File: src/rtl/lzw_forward_code_gen.sv
// ----------------------------------------------------------------------------------------------
// lzw_forward_code_gen
//
// LZW compress-side code generator. Consumes a byte stream, walks a hashed dictionary RAM and
// emits 14-bit codes. This block is the write side of the dictionary that the decompress path
// later reads back. Each dictionary entry is {valid[22], prefix_code[21:8], byte[7:0]}, and the
// code of a newly learned string is the RAM address it was written to.
//
// Optional build macro:
//   LZW_STATE_CNT_EN  adds saturating statistics counters (codes, collisions, packets) and makes
//                     I_state_clr live. Without it those ports are absent and I_state_clr is unused.
//
// Parameters:
//   RD_LAT        dictionary RAM read latency in clocks (rden -> dout valid), 1..4
//   INIT_ON_LAST  1: rebuild the dictionary after every packet, 0: only after reset
//
// Ports:
//   I_sys_clk, I_sys_rst_n   clock, asynchronous active-low reset
//   I_state_clr              clear statistics counters (counter build only)
//   I_data/_en/_last         byte input; taken only while O_data_ready=1
//   O_data_ready             block can accept a byte this cycle
//   O_compress_data/_en      emitted code and its 1-cycle strobe
//   O_compress_last          final code of the packet, coincides with its strobe
//   O_dictionary_*           dictionary RAM port (shared read/write address)
//   O_code_cnt, O_collision_cnt, O_pkt_cnt   statistics (counter build only)
// ----------------------------------------------------------------------------------------------
module lzw_forward_code_gen #(
  parameter int unsigned RD_LAT       = 2,
  parameter int unsigned INIT_ON_LAST = 1
) (
  input  logic        I_sys_clk,
  input  logic        I_sys_rst_n,
  input  logic        I_state_clr,
  input  logic [7:0]  I_data,
  input  logic        I_data_en,
  input  logic        I_data_last,
  output logic        O_data_ready,
  output logic [13:0] O_compress_data,
  output logic        O_compress_data_en,
  output logic        O_compress_last,
  output logic [13:0] O_dictionary_addr,
  output logic        O_dictionary_rden,
  input  logic [22:0] I_dictionary_dout,
  output logic        O_dictionary_wren,
  output logic [22:0] O_dictionary_din
`ifdef LZW_STATE_CNT_EN
  ,
  output logic [31:0] O_code_cnt,
  output logic [31:0] O_collision_cnt,
  output logic [31:0] O_pkt_cnt
`endif
);

  typedef enum logic [2:0] {
    StInit,
    StIdle,
    StRead,
    StWait,
    StCmp,
    StFlush
  } state_e;

  // Last value of the wait counter before moving to the compare state.
  localparam logic [2:0] WaitLast = 3'(RD_LAT - 1);

  state_e      state_q, state_d;
  logic [13:0] init_cnt_q, init_cnt_d;
  logic [2:0]  wait_cnt_q, wait_cnt_d;
  logic [13:0] prefix_q, prefix_d;
  logic        have_prefix_q, have_prefix_d;
  logic [7:0]  byte_q, byte_d;
  logic        last_q, last_d;
  logic [13:0] hash_q, hash_d;

  logic [13:0] code_q, code_d;
  logic        code_en_q, code_en_d;
  logic        code_last_q, code_last_d;
  logic [13:0] addr_q, addr_d;
  logic        rden_q, rden_d;
  logic        wren_q, wren_d;
  logic [22:0] din_q, din_d;

  logic        collision;

  // ------------------------------------------------------------------------------------------
  // Hash of (current prefix, incoming byte). Results below 0x100 are pushed up so that root
  // codes are never overwritten by learned strings.
  // ------------------------------------------------------------------------------------------
  logic [13:0] hash_raw;
  logic [13:0] hash_tgt;

  always_comb begin
    hash_raw = prefix_q ^ {I_data, I_data[5:0]};
    hash_tgt = (hash_raw[13:8] == 6'h00) ? (hash_raw | 14'h0100) : hash_raw;
  end

  // Dictionary entry fields as returned by the RAM.
  logic        dict_valid;
  logic [13:0] dict_prefix;
  logic [7:0]  dict_byte;
  logic        dict_hit;

  always_comb begin
    dict_valid  = I_dictionary_dout[22];
    dict_prefix = I_dictionary_dout[21:8];
    dict_byte   = I_dictionary_dout[7:0];
    dict_hit    = dict_valid && (dict_prefix == prefix_q) && (dict_byte == byte_q);
  end

  // ------------------------------------------------------------------------------------------
  // Next-state and registered-output logic
  // ------------------------------------------------------------------------------------------
  always_comb begin
    state_d       = state_q;
    init_cnt_d    = init_cnt_q;
    wait_cnt_d    = wait_cnt_q;
    prefix_d      = prefix_q;
    have_prefix_d = have_prefix_q;
    byte_d        = byte_q;
    last_d        = last_q;
    hash_d        = hash_q;
    code_d        = code_q;
    code_en_d     = 1'b0;
    code_last_d   = 1'b0;
    addr_d        = addr_q;
    rden_d        = 1'b0;
    wren_d        = 1'b0;
    din_d         = din_q;
    collision     = 1'b0;

    unique case (state_q)
      StInit: begin
        // Roots 0x00..0xFF are pre-loaded as valid single-byte strings; everything else cleared.
        wren_d     = 1'b1;
        addr_d     = init_cnt_q;
        din_d      = (init_cnt_q[13:8] == 6'h00) ? {1'b1, 14'h0000, init_cnt_q[7:0]} : 23'h0;
        init_cnt_d = init_cnt_q + 14'd1;
        if (init_cnt_q == 14'h3FFF) begin
          state_d = StIdle;
        end
      end

      StIdle: begin
        if (I_data_en) begin
          byte_d = I_data;
          last_d = I_data_last;
          if (!have_prefix_q) begin
            // First byte of a packet: it becomes the prefix without a lookup.
            prefix_d      = {6'h00, I_data};
            have_prefix_d = 1'b1;
            if (I_data_last) begin
              state_d = StFlush;
            end
          end else begin
            // Read strobe is registered, so it is visible during the READ state.
            hash_d  = hash_tgt;
            addr_d  = hash_tgt;
            rden_d  = 1'b1;
            state_d = StRead;
          end
        end
      end

      StRead: begin
        wait_cnt_d = 3'd0;
        state_d    = StWait;
      end

      StWait: begin
        wait_cnt_d = wait_cnt_q + 3'd1;
        if (wait_cnt_q == WaitLast) begin
          state_d = StCmp;
        end
      end

      StCmp: begin
        if (dict_hit) begin
          // String already known: extend it.
          prefix_d = hash_q;
        end else begin
          code_d    = prefix_q;
          code_en_d = 1'b1;
          prefix_d  = {6'h00, byte_q};
          if (!dict_valid) begin
            wren_d = 1'b1;
            addr_d = hash_q;
            din_d  = {1'b1, prefix_q, byte_q};
          end else begin
            // Slot owned by another string; the new string is simply not learned.
            collision = 1'b1;
          end
        end
        state_d = last_q ? StFlush : StIdle;
      end

      StFlush: begin
        code_d        = prefix_q;
        code_en_d     = 1'b1;
        code_last_d   = 1'b1;
        have_prefix_d = 1'b0;
        init_cnt_d    = 14'h0000;
        state_d       = (INIT_ON_LAST != 0) ? StInit : StIdle;
      end

      default: begin
        state_d = StInit;
      end
    endcase
  end

  always_ff @(posedge I_sys_clk or negedge I_sys_rst_n) begin
    if (!I_sys_rst_n) begin
      state_q       <= StInit;
      init_cnt_q    <= 14'h0000;
      wait_cnt_q    <= 3'd0;
      prefix_q      <= 14'h0000;
      have_prefix_q <= 1'b0;
      byte_q        <= 8'h00;
      last_q        <= 1'b0;
      hash_q        <= 14'h0000;
      code_q        <= 14'h0000;
      code_en_q     <= 1'b0;
      code_last_q   <= 1'b0;
      addr_q        <= 14'h0000;
      rden_q        <= 1'b0;
      wren_q        <= 1'b0;
      din_q         <= 23'h0;
    end else begin
      state_q       <= state_d;
      init_cnt_q    <= init_cnt_d;
      wait_cnt_q    <= wait_cnt_d;
      prefix_q      <= prefix_d;
      have_prefix_q <= have_prefix_d;
      byte_q        <= byte_d;
      last_q        <= last_d;
      hash_q        <= hash_d;
      code_q        <= code_d;
      code_en_q     <= code_en_d;
      code_last_q   <= code_last_d;
      addr_q        <= addr_d;
      rden_q        <= rden_d;
      wren_q        <= wren_d;
      din_q         <= din_d;
    end
  end

  assign O_data_ready       = (state_q == StIdle);
  assign O_compress_data    = code_q;
  assign O_compress_data_en = code_en_q;
  assign O_compress_last    = code_last_q;
  assign O_dictionary_addr  = addr_q;
  assign O_dictionary_rden  = rden_q;
  assign O_dictionary_wren  = wren_q;
  assign O_dictionary_din   = din_q;

  // ------------------------------------------------------------------------------------------
  // Statistics counters
  // ------------------------------------------------------------------------------------------
`ifdef LZW_STATE_CNT_EN
  logic [31:0] code_cnt_q;
  logic [31:0] collision_cnt_q;
  logic [31:0] pkt_cnt_q;

  // Clear takes priority over any same-cycle increment; all counters saturate.
  always_ff @(posedge I_sys_clk or negedge I_sys_rst_n) begin
    if (!I_sys_rst_n) begin
      code_cnt_q      <= 32'h0;
      collision_cnt_q <= 32'h0;
      pkt_cnt_q       <= 32'h0;
    end else if (I_state_clr) begin
      code_cnt_q      <= 32'h0;
      collision_cnt_q <= 32'h0;
      pkt_cnt_q       <= 32'h0;
    end else begin
      if (code_en_q && (code_cnt_q != 32'hFFFF_FFFF)) begin
        code_cnt_q <= code_cnt_q + 32'd1;
      end
      if (collision && (collision_cnt_q != 32'hFFFF_FFFF)) begin
        collision_cnt_q <= collision_cnt_q + 32'd1;
      end
      if ((state_q == StFlush) && (pkt_cnt_q != 32'hFFFF_FFFF)) begin
        pkt_cnt_q <= pkt_cnt_q + 32'd1;
      end
    end
  end

  assign O_code_cnt      = code_cnt_q;
  assign O_collision_cnt = collision_cnt_q;
  assign O_pkt_cnt       = pkt_cnt_q;
`else
  logic unused_cnt_inputs;
  assign unused_cnt_inputs = I_state_clr ^ collision;
`endif

endmodule

File: config.mk
export PLATFORM = sky130hd
export DESIGN_NAME = lzw_forward_code_gen
export DESIGN_NICKNAME = d
export VERILOG_FILES = /design/src/rtl/lzw_forward_code_gen.sv
export SDC_FILE = /design/constraint.sdc
export NUM_CORES = 1
export LEC_CHECK = 0
export BUFFER_PORTS_ARGS = -buffer_cell sky130_fd_sc_hd__buf_2
export CAP_MARGIN = 15
export CELL_PAD_IN_SITES_DETAIL_PLACEMENT = 1
export CELL_PAD_IN_SITES_GLOBAL_PLACEMENT = 2
export CORE_MARGIN = 2
export CORE_UTILIZATION = 35
export DETAILED_ROUTE_END_ITERATION = 7
export GPL_ROUTABILITY_DRIVEN = 0
export PLACE_DENSITY = 0.83
export SYNTH_ARGS = -nofsm -noshare
export SYNTH_HDL_FRONTEND = slang
export SYNTH_SLANG_ARGS = --single-unit
File: constraint.sdc
create_clock -name I_sys_clk -period 3.04 [get_ports I_sys_clk]
set_clock_uncertainty 0.2 [all_clocks]
set_input_delay 0.152 -clock I_sys_clk [delete_from_list [all_inputs] [get_ports I_sys_clk]]
set_output_delay 0.152 -clock I_sys_clk [all_outputs]
set_load 0.1 [all_outputs]
# Word-level counts from Yosys, hierarchy flattened
# Cells that the tools add are included.
# op_classes
add_sub_neg	2
eq_ne	17
mux	36
bitwise_logic	1
reduce_logical	20
# ops
operator	count
$mux W14	8
$pmux W14 S2	3
$mux W23	3
$pmux W23 S2	1
$pmux W14 S3	1
$mux W3	6
$pmux W3 S5	1
$add A14 B1 Y14 const B	1
$eq A14 B14 Y1	1
$eq A14 B14 Y1 const B	1
$xor A14 B14 Y14	1
$logic_not A6 Y1	2
$ne A2 B2 Y1 const B	6
$reduce_bool A2 Y1	6
$mux W9	1
$reduce_and A3 Y1	3
$eq A8 B8 Y1	1
$mux W1	8
$eq A3 B1 Y1 const B	2
$eq A3 B2 Y1 const B	2
$eq A3 B3 Y1 const B	2
$pmux W1 S2	3
$pmux W3 S2	1
$reduce_and A2 Y1	3
other kinds (8)	9
# totals
regBits	113
input_bits	36
output_inout_bits	56
elab_cells	91

# Longest topological paths before layout
# Gate-level depths: netlist (run 1).
# depth
word_depth	6
depth_mapped	10
mapped_depth_nobuf	7

# Worst setup path before layout (run 1)
# OpenSTA, ideal clock, no wires.
# synth_path
path_kind	register to register
from	register state_q[2]
to	register prefix_q[4]
setup_ns	0.143
arrival_ns	2.372
slack_ns	0.325
path_stages_with_launch	11
period_less_slack_ns	2.715
cell_sequence	dfrtp_1 > clkbuf_1 > nor2_1 > nand2_1 > inv_1 > and2_1 > nor2b_1 > buf_2 > buf_2 > mux2i_1 > a22oi_1
# synth_between
elab_chain_len	3
# synth_rtl
item	line_no	source
from (decl)	66	state_e state_q, state_d;
from (signal assigned)	213	state_q <= StInit;
from (signal assigned)	229	state_q <= state_d;
$eq A3 B1 Y1 (*)	--	
via O_data_ready	37	output logic O_data_ready,
$ne A2 B2 Y1 (no line) / $reduce_bool A2 Y1 (equally long branches)	--	
$reduce_and A3 Y1 (no line)	--	
to (signal assigned)	232	prefix_q <= prefix_d;
to (decl)	69	logic [13:0] prefix_q, prefix_d;
# Mark *: on every way through the listed nets, which the timed path passes. The rest lies on a longest branch.
# A chain may end at the register's enable or synchronous reset.

# Worst setup path after layout (run 1)
# layout_path
from	register prefix_q[11]
to	register code_q[8], in the netlist O_compress_data[8]
# layout_between
elab_chain_len	5
# layout_rtl
item	line_no	source
$eq A14 B14 Y1	107	dict_hit = dict_valid && (dict_prefix == prefix_q) && (dict_byte == byte_q);
$logic_and A1 B1 Y1 (2 in a row)	107	
$ne A2 B2 Y1 (no line)	--	
$reduce_and A2 Y1 (no line)	--	
to (signal assigned)	237	code_q <= code_d;
to (decl)	75	logic [13:0] code_q, code_d;
# No other way between the ends.

==> results of run 1 <==
[synth_stat cells (4+ instances only)]
library cell | n | area share
a21oi_1 | 23 | 0.021
a221oi_1 | 8 | 0.013
a22oi_1 | 8 | 0.011
a31oi_1 | 11 | 0.013
a41oi_1 | 8 | 0.013
and3_1 | 5 | 0.0058
buf_2 | 4 | 0.0037
clkbuf_1 | 24 | 0.017
dfrtp_1 | 113 | 0.53
inv_1 | 5 | 0.0035
mux2_2 | 15 | 0.031
mux2_4 | 9 | 0.025
mux2i_1 | 10 | 0.019
nand2_1 | 83 | 0.058
nand2b_1 | 4 | 0.0047
nand3_1 | 19 | 0.018
nand4_1 | 9 | 0.010
nor2_1 | 42 | 0.029
nor2b_1 | 4 | 0.0047
o21ai_0 | 50 | 0.047
o22ai_1 | 7 | 0.0082
o31ai_1 | 11 | 0.015
xnor2_1 | 35 | 0.057
[layer usage]
layer | vias to the layer above | share of wire
met2 | 93 | 0.51
met4 | 0 | 0.019
li1 | 2133 | -
met3 | 22 | 0.038
met1 | 2306 | 0.44
met5 | - | 0
[worst register-to-register path: stages (launching register included)]
cell and delay, ps:
dfrtp_1 450, xnor2_1 300, nand4_1 160, or2_1 390, o41a_1 450, buf_4 220
mux2_4 330
[metrics by stage]
stage	hold slack, ps	worst slack, ps	total power, W
6_report	19.8	429	0.00910
5_1_grt	43.7	208	0.00955
4_1_cts	6.58	433	0.00917
3_5_place_dp	-22.5	451	0.00685
3_3_place_gp	-24.4	487	0.00671
2_1_floorplan	-344	325	0.00581
[where the power goes]
group	internal (W)	total, W	switching [W]
logic	0.00106	0.00424	0.00318
registers	0.00204	0.00259	0.000551
clock network	0.00157	0.00226	0.000691
total	0.00467	0.00910	0.00443
[sequential cells by signal, indices dropped and copies added, names as in the netlist, 8 cells and up]
name	flops
O_compress_data	14
O_dictionary_addr	14
O_dictionary_din	23
byte_q	8
hash_q	14
init_cnt_q	14
prefix_q	14
[cell type report]
type / instances / area [µm²] / area share
clock inverter: 12 / 210 / 0.0307
sequential: 113 / 2830 / 0.412
multi-input combinational: 388 / 2390 / 0.349
timing repair buffer: 122 / 718 / 0.105
inverter: 5 / 18.8 / 0.00274
clock buffer: 20 / 457 / 0.0666
tap: 188 / 235 / 0.0343
[logic make-up after synthesis]
family / count (synthesis) / share of synthesized area
buf+inv: 36 / 0.0303
flops: 113 / 0.526
xor+xnor: 36 / 0.0587
simple gates: 179 / 0.146
compound gates: 136 / 0.156
fa+ha+maj: 3 / 0.00699
mux: 34 / 0.0752
[worst paths after layout]
path / from / to / slack (ps) / cells past startpoint
worst min register to register: O_dictionary_addr[6] / O_dictionary_addr[6] / 280 / 2
worst min-delay path: I_data_en / state_q[1] / 20 / 5
worst max register to register: prefix_q[11] / O_compress_data[8] / 430 / 6
min in group asynchronous: I_sys_rst_n / O_dictionary_din[10] / 70 / 2
worst max-delay path: prefix_q[11] / O_compress_data[8] / 430 / 6
max in group asynchronous: I_sys_rst_n / O_dictionary_addr[13] / 1700 / 3
[repair_timing]
item | CTS | global route
hold buffers | 10 | 0
hold endpoints to repair | 69 | 0
endpoints found under the setup margin | 0 | 0
==> out/results.ini, run 1 <==
[status]
outcome=finished clean

[critical_path]
critPathLaunchType=flop
worstSetupEndpointType=flop
worst_ep_required_time_ps=3140
cp_num_buf_inv=1
critPathSlowestCell=dfrtp_1
worst_path_top_cell_family_by_delay=simple AND/OR/NAND/NOR gates
path_cells=xnor2_1 -> nand4_1 -> or2_1 -> o41a_1 -> buf_4 -> mux2_4
critical_path_arrival_ps=2710
critical_path.max_stage_delay_ps=450
timing.critical_path.fanout_max=15
worstSetupPathType=reg -> reg

[synth]
synth_top_flop_cell=dfrtp_1
yosys_warnings=0
netlist-cell-type-count=41
postSynthNetCount=576
syn_area_per_cell_um2=10.0
synth-seq-cells=113
synth-edff-count=0
yosysSeqAreaShare=0.526
mappedNetlistArea_um2=5370
synth-async-reset-ratio=1.00
synthCells=537

[routing]
routed_via_density=5.37
drt-initial-drc-count=231
detail_route.first_pass.iterations=4
routed-via-count=4554
wirelength_mm=16.4
drc_errors=0
post_drt_wl_per_cell_um=19.3
postRouteAntennaNets=0

[place]
detailed_place.area_um2=6090
dpl.cell_count=806
place_hpwl_mm=11.9
port_buffers=90

[clock_tree]
post-cts-setup-buffer-count=0
number_of_gates_resized_after_cts=0
number_of_sinks_on_the_clock_net=113
clk_latency_ps=420
cts-root-to-sink-buffers=2
clock_tree.root_cell=clkbuf_16
tritoncts_clock_tree=done
cts-buffers-inserted=17
path_clk_slew_ps=50
htreeDepth=4

[timing]
final_min_period_over_clock_period=0.859
achievable-frequency_mhz=383
final_hold_viol_count=0
timing_worst_slew_pin_value_ps=998
layout_min_cycle_time_ps=2610
timing.max_slew.rel_slack=0.332
tns_ps=0
unrepaired_setup_endpoints_after_global_routing=no
report.final.setup_viol=0
drv_slew=0

[finish]
area_growth_from_synthesis_to_layout_pct=27.6
layout.cells.most_common_list=113 x dfrtp_1, 89 x buf_2, 83 x nand2_1
post-route-util=0.454
finish.net_count=686
final.fill_count=1711
layout_commonest_cell=dfrtp_1
post_layout_nonfiller_instances=848
antenna_cells=0
layout-drive-gt1-share=0.258
post_route_cell_area_um2=6860

[floorplan]
floorplan.die.height_um=128
die_area_um2=16400
boundaryPins=92
chipWidth_um=128
rows=45
floorplan.initialDensity=0.356
core_area_um2=15100

[run]
max_cap_viol_count=0

[power_and_ir_drop]
peakVddDrop_uv=791
power_density_nw_per_um2=1330
cellLeakagePower_nw=3.05

[global_routing]
antenna_found_initial=0
globalRouteMet2Util=0.357
grt_max_degree=44
congestion_overflow_gr=0
global_route.usage.met3=0.0434
grt.busiest_layer=met2
first_global_vias=4925
grt_pass1_wl_mm=26.5
grt_util_overall=0.213
grt.met1_usage=0.270

[hold_path]
hold_path.class=in -> reg

No activity file was read; power rests on OpenSTA's default activity.
==> run 2, diff against run 1 <==
MAX_ROUTING_LAYER = met4   (was unset)
==> run 2 against run 1 <==
Compared with the run above:
- cell area unchanged
- clock power about the same
- die area unchanged
- global-route usage increased by 0.67 points
- sequential cell count unchanged
- core utilization unchanged
- final cell count unchanged
- combinational power about the same
- sequential share of layout area unchanged
- worst hold slack improved by 0.89 ps
- register-to-register slack about the same
- critical path type unchanged
- largest cell class unchanged
- highest routed layer unchanged
==> out/results.ini, run 2 (same netlist as run 1, synthesis figures left out) <==
[status]
outcome=finished clean

[clock_tree]
tritoncts_clock_tree=done
path_clk_slew_ps=50
htreeDepth=4
number_of_gates_resized_after_cts=0
cts-buffers-inserted=17
number_of_sinks_on_the_clock_net=113
clock_tree.root_cell=clkbuf_16
clk_latency_ps=420
cts-root-to-sink-buffers=2

[floorplan]
floorplan.die.height_um=128
die_area_um2=16400
core_area_um2=15100
rows=45
floorplan.initialDensity=0.356
boundaryPins=92
chipWidth_um=128

[routing]
post_drt_wl_per_cell_um=19.4
routed_via_density=5.38
routed-via-count=4558
drt-initial-drc-count=237
detail_route.first_pass.iterations=4
drc_errors=0
postRouteAntennaNets=0
wirelength_mm=16.4

[critical_path]
path_cells=xnor2_1 -> nand4_1 -> or2_1 -> o41a_1 -> buf_4 -> mux2_4
worstReg2RegEnd=O_compress_data[8]
critPathLaunchType=flop
crit-reg2reg-launch=prefix_q[11]
cp_num_buf_inv=1
reg2reg_slack_ps=420
setup.worst_path.start=prefix_q[11]
worstSetupPathType=reg -> reg
endpoint=O_compress_data[8]
worst_ep_required_time_ps=3150
critPathSlowestCell=dfrtp_1
crit_cells=6
worst_path_top_cell_family_by_delay=simple AND/OR/NAND/NOR gates
timing.critical_path.fanout_max=15
critical_path.max_stage_delay_ps=450
critical_path_arrival_ps=2720
worstSetupEndpointType=flop
worst_r2r_path_depth=6

[timing]
final_hold_viol_count=0
drv_slew=0
tns_ps=0
layout_min_cycle_time_ps=2620
report.final.setup_viol=0
achievable-frequency_mhz=382
timing.max_slew.rel_slack=0.340
final_min_period_over_clock_period=0.860
unrepaired_setup_endpoints_after_global_routing=no
timing_worst_slew_pin_value_ps=986

[hold_path]
hold_path.class=in -> reg
hp-start=I_data_en

[run]
max_cap_viol_count=0

[power_and_ir_drop]
cellLeakagePower_nw=3.05
fin_total_pwr_w=0.00911
peakVddDrop_uv=792
power_density_nw_per_um2=1330

[finish]
layout-drive-gt1-share=0.258
final.fill_count=1711
antenna_cells=0
largest_reg_flops=23
layout_commonest_cell=dfrtp_1
layout.cells.most_common_list=113 x dfrtp_1, 89 x buf_2, 83 x nand2_1
finish.net_count=686
area_growth_from_synthesis_to_layout_pct=27.6

[place]
port_buffers=90
place_hpwl_mm=11.9

[global_routing]
grt_max_degree=44
grt_util_overall=0.219
first_global_vias=4921
congestion_overflow_gr=0
grt_pass1_wl_mm=26.5
antenna_found_initial=0

[run 2: cell counts in the layout (fill, tap and decap cells not counted)]
Identical to the previous run, type by type.
[run 2: worst min-delay path by stage]
| stage | endpoint | cells after the start | slack, ps |
|---|---|---|---|
| floorplan | O_compress_data[0] | 0 | -340 |
| global placement | O_compress_data[2] | 1 | -20 |
| detailed placement | O_dictionary_din[10] | 1 | -20 |
| CTS | state_q[1] | 5 | 7 |
| global route | O_dictionary_wren | 3 | 40 |
| finish | state_q[1] | 5 | 20 |
[run 2: worst register-to-register path, delay by kind of cell (launching register included)]
kind	cells	cell delay, ps
and+or+nand+nor	2	550
AOI/OAI and AO/OA	1	450
xor gates and xnor gates	1	310
DFF	1	450
muxes	1	330
buffers and inverters	1	220
[run 2: report_power, final]
part           internal, W  switching [W]
clock network      0.00157       0.000695
registers          0.00204       0.000553
logic              0.00106        0.00319
[run 2: per-layer routing]
metal,part of all wire,GRT usage
met5,0,-
met3,0.038,0.0488
met4,0.015,0.0750
met2,0.51,0.356
met1,0.44,0.272
[run 2: area by class of cell]
cell class              instances  area, µm²  share of cell area
clock buffers                  20        457              0.0666
flip-flops and latches        113       2830               0.412
well taps                     188        235              0.0343
inverters                       5       18.8             0.00274
clock inverters                12        210              0.0307
repair buffers                122        718               0.105
multi-input cells             388       2390               0.349
[run 2: timing repair]
action                    in CTS  in global routing
hold buffers                  10                  0
buffers inserted               0                  0
hold endpoints to repair      69                  0
[run 2: through the flow]
step           hold slack (ps)  instances  utilization  setup slack, ps  instance area [µm²]
2_1_floorplan             -344        537            -              325                 5370
3_3_place_gp             -24.4        806        0.404              487                 6090
3_5_place_dp             -22.5        806        0.404              451                 6090
4_1_cts                   6.58        848        0.454              433                 6860
5_1_grt                   42.2        848        0.454              209                 6860
6_report                  20.7        848        0.454              424                 6860
==> run 3, diff against run 2 <==
CORE_ASPECT_RATIO = 1.1   (was unset)
SKIP_LAST_GASP = 1   (was unset)
==> run 3 against run 2 <==
Compared with the run above:
- worst setup slack lost 7.9 ps
- highest routed layer unchanged
- sequential cell count is the same
- wire length shrank 0.85%
- core utilization is essentially flat
==> out/results.ini, run 3 (same netlist as run 1, synthesis figures left out) <==
[critical_path]
worstSetupPathType=reg -> reg
worstSetupEndpointType=flop
critical_path_arrival_ps=2750
critPathLaunchType=flop
worst_ep_required_time_ps=3170
timing.critical_path.fanout_max=16

[clock_tree]
cts-buffers-inserted=17
path_clk_slew_ps=50
tritoncts_clock_tree=done
clock_tree.root_cell=clkbuf_16
number_of_gates_resized_after_cts=0
post-cts-setup-buffer-count=0
htreeDepth=4
number_of_buffers_added_to_fix_hold_violations_after_cts=11
cts-root-to-sink-buffers=2
number_of_sinks_on_the_clock_net=113
clk_latency_ps=410

[routing]
drc_errors=0
post_drt_wl_per_cell_um=19.0
detail_route.first_pass.iterations=4
wirelength_mm=16.3
routed-via-count=4564
drt-initial-drc-count=308
postRouteAntennaNets=0
routed_via_density=5.33

[finish]
area_growth_from_synthesis_to_layout_pct=27.4
finish.net_count=687
largest_reg_flops=23
antenna_cells=0
layout-drive-gt1-share=0.256
layout.cells.most_common_list=113 x dfrtp_1, 89 x buf_2, 83 x nand2_1
layout_commonest_cell=dfrtp_1

[place]
place_hpwl_mm=11.8
port_buffers=90
post-place-ws_ps=423

[global_routing]
grt_pass1_wl_mm=26.4
globalRouteMet2Util=0.353
grt.met1_usage=0.273
grt.busiest_layer=met2
congestion_overflow_gr=0
grt_util_overall=0.218
grt_max_degree=54
antenna_found_initial=0
first_global_vias=4876
global_route.usage.met3=0.0353

[power_and_ir_drop]
peakVddDrop_uv=1080
power_density_nw_per_um2=1300
fin_total_pwr_w=0.00889
cellLeakagePower_nw=3.03

[floorplan]
chipWidth_um=122
boundaryPins=92
floorplan.initialDensity=0.357
rows=47
die_area_um2=16400
core_area_um2=15100
floorplan.die.height_um=134

[status]
outcome=finished clean

[timing]
timing.max_slew.rel_slack=0.318
postLayoutSetupSlackWorst_ps=416
layout_min_cycle_time_ps=2620
final_hold_viol_count=0
tns_ps=0
timing_worst_slew_pin_value_ps=1020
achievable-frequency_mhz=381
unrepaired_setup_endpoints_after_global_routing=no
drv_slew=0
report.final.setup_viol=0
final_min_period_over_clock_period=0.863

[hold_path]
hold_path.class=in -> reg

[run]
max_cap_viol_count=0

==> run 3: cell type report <==
type	count	area, µm²
Clock buffer	21	460
Clock inverter	11	160
Timing Repair Buffer	123	741
Inverter	5	18.8
Tap cell	196	245
Sequential cell	113	2830
Multi-Input combinational cell	388	2390
Fill cell	1776	8210
==> run 3: power by group <==
group | internal [W] | switching (W) | total (W) | leakage (nW)
sequential | 0.00204 | 0.000535 | 0.00258 | 1.42
combinational | 0.00105 | 0.00317 | 0.00422 | 1.30
clock | 0.00140 | 0.000687 | 0.00209 | 0.303
==> run 3: per-stage QoR <==
stage / hold WS [ps] / util / instances / instance area (µm²)
after floorplan: -344 / - / 537 / 5370
after global placement: 54.9 / 0.406 / 814 / 6110
after detailed placement: 57.5 / 0.406 / 814 / 6110
after CTS: 12.2 / 0.455 / 857 / 6840
after global routing: 41.0 / 0.455 / 857 / 6840
final: 30.4 / 0.455 / 857 / 6840
==> run 3: routing by layer <==
| metal | share of wire | vias up |
|---|---|---|
| met4 | 0.026 | 0 |
| met5 | 0 | - |
| met1 | 0.43 | 2311 |
| li1 | - | 2137 |
| met2 | 0.51 | 86 |
| met3 | 0.035 | 30 |
==> run 3: critical path, stage by stage, from the launching register on <==
cell	delay [ps]
dfrtp_1	560
nand2_1	150
buf_4	230
inv_1	110
nor2_1	790
a221oi_1	260
o21ai_0	230
==> run 3: path summary, 6_finish.rpt <==
| kind | start | endpoint | slack, ps | depth (start not counted) |
|---|---|---|---|---|
| max in group asynchronous | I_sys_rst_n | O_compress_data[10] | 1730 | 3 |
| min | I_dictionary_dout[22] | O_dictionary_wren | 30 | 3 |
| max | state_q[0] | O_dictionary_addr[0] | 420 | 6 |
| min in group asynchronous | I_sys_rst_n | O_compress_data[1] | 140 | 2 |
| max reg2reg | state_q[0] | O_dictionary_addr[0] | 420 | 6 |
| min reg2reg | O_dictionary_addr[4] | O_dictionary_addr[4] | 280 | 2 |
